## src/rtl/mult8s_csa_seq_ppg.sv

```systemverilog
// Sequential 8x8 signed partial-product generator with a 3:2 carry-save reducer.
// Optional MULT8S_PPG_ZERO_SKIP_EN: zero operands bypass RUN and finish with all-zero rows.
module mult8s_csa_seq_ppg (
  input  logic              clk,
  input  logic              rst,
  input  logic              in_valid,
  output logic              in_ready,
  input  logic signed [7:0] in_a,
  input  logic signed [7:0] in_b,
  output logic              out_valid,
  input  logic              out_ready,
  output logic [14:0]       pp_s,
  output logic [14:0]       pp_c,
  output logic              pp_hi
);

  typedef enum logic [1:0] {IDLE, RUN, DONE} state_t;

  state_t             state;
  logic [15:0]        s_q;
  logic [15:0]        c_q;
  logic signed [7:0]  a_q;
  logic signed [7:0]  b_q;
  logic [2:0]         cnt;
  logic [15:0]        row_x;
  logic [15:0]        s_nxt;
  logic [15:0]        c_nxt;

  // Row cnt of the signed array; the sign row is inverted and its +1 lives in the initial C.
  function automatic logic [15:0] pp_row(input logic signed [7:0] a,
                                         input logic              b_bit,
                                         input logic [2:0]        idx);
    logic [15:0] p;
    p = {{8{a[7]}}, a} & {16{b_bit}};
    p = p << idx;
    return (idx == 3'd7) ? ~p : p;
  endfunction

  function automatic logic [15:0] csa_sum(input logic [15:0] s, input logic [15:0] c,
                                          input logic [15:0] x);
    return s ^ c ^ x;
  endfunction

  function automatic logic [15:0] csa_carry(input logic [15:0] s, input logic [15:0] c,
                                            input logic [15:0] x);
    return ((s & c) | (s & x) | (c & x)) << 1;
  endfunction

  always_comb begin
    row_x = pp_row(a_q, b_q[cnt], cnt);
    s_nxt = csa_sum(s_q, c_q, row_x);
    c_nxt = csa_carry(s_q, c_q, row_x);
  end

  always_ff @(posedge clk or posedge rst) begin
    if (rst) begin
      state     <= IDLE;
      in_ready  <= 1'b1;
      out_valid <= 1'b0;
      s_q       <= '0;
      c_q       <= '0;
      a_q       <= '0;
      b_q       <= '0;
      cnt       <= '0;
    end else begin
      case (state)
        IDLE: begin
          if (in_valid) begin
            a_q      <= in_a;
            b_q      <= in_b;
            cnt      <= '0;
            in_ready <= 1'b0;
`ifdef MULT8S_PPG_ZERO_SKIP_EN
            if (in_a == 8'sd0 || in_b == 8'sd0) begin
              s_q       <= '0;
              c_q       <= '0;
              out_valid <= 1'b1;
              state     <= DONE;
            end else begin
              s_q   <= '0;
              c_q   <= 16'h0001;
              state <= RUN;
            end
`else
            s_q   <= '0;
            c_q   <= 16'h0001;
            state <= RUN;
`endif
          end
        end
        RUN: begin
          s_q <= s_nxt;
          c_q <= c_nxt;
          cnt <= cnt + 3'd1;
          if (cnt == 3'd7) begin
            out_valid <= 1'b1;
            state     <= DONE;
          end
        end
        DONE: begin
          if (out_ready) begin
            out_valid <= 1'b0;
            in_ready  <= 1'b1;
            state     <= IDLE;
          end
        end
        default: begin
          out_valid <= 1'b0;
          in_ready  <= 1'b1;
          state     <= IDLE;
        end
      endcase
    end
  end

  assign pp_s  = s_q[14:0];
  assign pp_c  = c_q[14:0];
  assign pp_hi = s_q[15] ^ c_q[15];

endmodule

```

## config.mk

```make
export PLATFORM = sky130hd
export DESIGN_NAME = mult8s_csa_seq_ppg
export DESIGN_NICKNAME = d
export VERILOG_FILES = /design/src/rtl/mult8s_csa_seq_ppg.sv
export SDC_FILE = /design/constraint.sdc
export NUM_CORES = 1
export LEC_CHECK = 0
export CAP_MARGIN = 5
export CORE_MARGIN = 4
export CORE_UTILIZATION = 37
export CTS_CLUSTER_DIAMETER = 30
export DETAILED_ROUTE_END_ITERATION = 10
export HOLD_SLACK_MARGIN = 0.1
export PLACE_DENSITY = 0.58
export SKIP_LAST_GASP = 1
export SYNTH_ARGS = -nofsm -noshare
export SYNTH_HDL_FRONTEND = slang
export SYNTH_SLANG_ARGS = --single-unit
```

## constraint.sdc

```tcl
create_clock -name clk -period 3.6 [get_ports clk]
set_input_delay 0.72 -clock clk [delete_from_list [all_inputs] [get_ports clk]]
set_output_delay 0.72 -clock clk [all_outputs]
set_load 0.02 [all_outputs]
```

==> results.md <==
- The aggregate routed wire length is 6.79 mm.
- The total power density per cell area is 999 mW/mm².
- At the end of routability-driven placement, the weighted congestion stood at roughly 0.89.
- The later pin in the worst-skew pair is clocked with a latency of 310 ps.
- The shortest period the worst path allows is 2890 ps.
- The via count of the first global-routing pass is around 2400.
- The number of rows created at floorplan is 34.
- The final-report setup violation count is 0.
- The data arrival time of the worst path is between 3000 and 4000 ps.
- In this run, the number of DRC markers left after iteration 0 of detailed routing was 67.
- The path depth of the worst reg2reg path is 7.
- The cell area after synthesis is between 0.003 and 0.004 mm².
- The setup slack after placement is about 700 ps.
- For the final routed database, the setup TNS stands at 0 ps.
- Entering global routing, the biggest net connects 72 pins.
- For this run, the total global-route usage over all layers was measured as 0.127.
- Of the cells placed in the final design, the portion with a size suffix greater than 1 is 0.118.
- The tool flagged a number of max-cap violations equal to 0.
- The worst path meets setup with 709 ps of slack.
- Counting distinct cell types in the post-synthesis netlist gives 41.
- The number of flops mapped to enable cells by yosys is 0.
- The post-detailed-route via-to-cell ratio is 5.11.
- Of the total synthesized cell area, the portion taken by AND, OR, NAND and NOR gates is 0.114.
- The cell count after synthesis is around 340.
- The setup check on the worst reg-to-reg path leaves a slack of 710 ps.
- By area, the combinational part of the netlist is dominated by buffers and inverters.
- The largest stage delay on the critical path is 680 ps.
- Clock skew on the completed layout was measured at 12.1 ps.
- The width of the die is 104 µm.
- The HPWL after detailed placement is 4.86 mm.
- The tree built by TritonCTS fans out to 55 sinks.
- The die is 104 µm tall.
- For this run, the detailed router's first-pass iteration total came to 5.
- Ranked by total cell area, the synthesized netlist is headed by dfrtp_1 (39%), fa_1 (8.7%), buf_4 (6.6%), mux2_2 (5.9%), nand3_1 (5.7%).
- The synthesized area divided by synthesized cell count is about 10 µm².
- The H-tree depth is 2.
- The worst setup path is captured at a register.
- The library cells used most frequently in the layout, excluding fill and tap cells, are dfrtp_1 (54), clkdlybuf4s50_1 (52), nand3_1 (39), o21ai_0 (39), inv_1 (35).
- The first global-routing pass estimated around 11 mm of wire.
- The area fraction of the dominant cell type after synthesis is 0.393.
- Input and output buffers added on the ports amount to between 50 and 60.
- Yosys printed 0 warnings.
- The timing-limited maximum frequency is 346 MHz.
- Synthesis produced a netlist with a net count of 381.
- Summed over all cells, the static leakage comes to approximately 1.6 nW.
- The data required time at the worst endpoint is 3840 ps.
- The number of antenna diodes in the final layout is 0.
- The worst hold path passes through 2 cells.
- The leading cell type in the layout, fill and taps excluded is dfrtp_1.
- The vias after detailed routing is 2372.
- The clock transition at the registers of the reported paths is ~110 ps.
- The origin of the worst setup path is cnt[0].
- The flow ran to the end, and the final reports show no timing, DRC or antenna violations.
- The max-slew violation count was 0.
- The number of post-CTS setup repair buffers is 0.
- The launching element type of the critical path is a register.
- The adder and majority gate portion of the synthesized area is 0.0946.
- The share of the clock period used by the worst path after layout is 0.803.
- The worst register-to-register path ends at s_q[10].
- The signal on the critical path passes through mux4_2 > a221oi_1 > a21oi_1 > mux2i_1 > xor2_1 > fa_1 > o21ai_0.
- The async set-reset flop share out of synthesis is 1.00.
- The cell accounting for the most synthesized area is dfrtp_1.
- IR analysis of the VDD net gives a maximum drop of 0.348 mV.
- Pin placement for this block handled 53 I/O pins.
- Among all stages on the critical path, the largest delay is contributed by mux4_2.
- In this run the clock root is driven by a clkbuf_8.
- The most used flip-flop cell after synthesis is dfrtp_1.
- The clock passes through at most 2 buffers.
- The origin of the critical flop-to-flop path is cnt[0].
- The number of instances resized during post-cts repair is 0.
- The CTS tree is done.
- The kind of critical path is register to register.
- The remaining global-route overflow is 0.
- The pin slew with the least headroom to its limit is 1100 ps.
- For this run, design rule violations remaining after detail routing come to 0.
- The number of nets with antenna violations after routing is 0.
- The number of hold buffers added after CTS was 0.
- After floorplanning, the core was sized to cover 0.00889 mm².
- The highest fanout seen on the critical path is 13.
- The initial utilization of the core area, before any placement, comes to 0.387.
- The number of hold-slack violations in the final timing report is 0.
- Of the total synthesized cell area, the portion taken by XOR and XNOR cells is 0.0331.
- Setup repair after global routing left no endpoint under its margin.
- The number of antenna violations at the first check in global routing is 0.
- The share of synthesized area occupied by flip-flops and latches is 0.401.
- Dividing the detail-routed wire length by the instance count gives between 10 and 15 µm.
- The area fraction in compound gates after synthesis is 0.101.
- The total design power is 0.00393 W.
- After the last flow step, the layout net total stands at 392.
- The area growth from synthesis to layout is 14.4%.
- The final hold slack is 511 ps.
- The endpoint of the worst setup timing path is s_q[10].
- In this run the worst hold path is classified as register to register.
- Counting flops and latches in the post-synthesis netlist gives 55.
- In this run, CTS created clock tree buffers numbering 5.
- The relative slew slack is 0.265.
- The die area is between 0.01 and 0.015 mm².
- Measured against the total synthesized area, the mux share comes to 0.124.
cell type report:
| type | instances | area [µm²] |
|---|---|---|
| sequential | 55 | 1380 |
| clock buffer | 6 | 82.6 |
| tap | 108 | 135 |
| multi-input combinational | 199 | 1610 |
| inverter | 37 | 139 |
| fill | 854 | 4960 |
| clock inverter | 2 | 35.0 |
| timing repair buffer | 57 | 558 |
critical path, delay by kind of cell (launching register included):
family	cells	cell delay, ps
xor+xnor	1	280
fa+ha+maj	1	460
mux	2	870
flops	1	660
compound gates	3	550
cell families (layout without fill, tap and decap cells):
logic type	Yosys count	in the layout
multiplexers	34	34
AND/OR/NAND/NOR	75	75
buffers and inverters	90	102
AO/OA/AOI/OAI	60	60
adder cells (fa/ha/maj)	17	17
XOR/XNOR	13	13
flip-flops	55	55
sequential cells by signal, indices dropped and copies added (netlist names):
register,count
cnt,3
b_q,8
state,2
a_q,8
in_ready,1
c_q,16
s_q,16
out_valid,1
power breakdown:
group / switching, W / internal, W / total (W) / leakage (nW)
combinational: 0.00125 / 0.00104 / 0.00229 / 0.850
clock: 0.000204 / 0.000226 / 0.000430 / 0.0612
sequential: 0.000299 / 0.000911 / 0.00121 / 0.682
routing by layer:
layer  wire length [µm]  share of wire  global-route usage
met1               3180           0.47               0.175
met2               3180           0.47               0.202
met3                314          0.046              0.0248
met4                115          0.017              0.0380
met5                  0              0                   0
Yosys cell counts (all sizes together) (3+ instances only):
| master | count |
|---|---|
| dfrtp | 54 |
| nand3 | 39 |
| o21ai | 39 |
| inv | 37 |
| buf | 32 |
| clkbuf | 21 |
| mux2 | 18 |
| fa | 15 |
| mux2i | 12 |
| nand2 | 9 |
| a21oi | 7 |
| nor2 | 7 |
| xor2 | 7 |
| nor2b | 6 |
| xnor2 | 6 |
| mux4 | 4 |
| a32oi | 3 |
| nand2b | 3 |
| nor3 | 3 |
through the flow:
step / cells / cell area [µm²] / utilization
detailed placement: 456 / 3810 / 0.429
CTS: 464 / 3930 / 0.442
global placement: 456 / 3810 / 0.429
finish: 464 / 3930 / 0.442
global route: 464 / 3930 / 0.442
floorplan: 344 / 3440 / -
how the worst min path moves through the flow:
stage / slack, ps / end / start
floorplan: 470 / c_q[0] / c_q[0]
global placement: 490 / c_q[0] / c_q[0]
detailed placement: 490 / c_q[0] / c_q[0]
CTS: 520 / c_q[0] / c_q[0]
global route: 540 / out_valid / out_valid
finish: 510 / c_q[0] / c_q[0]
(Power assumes the default switching activity.)
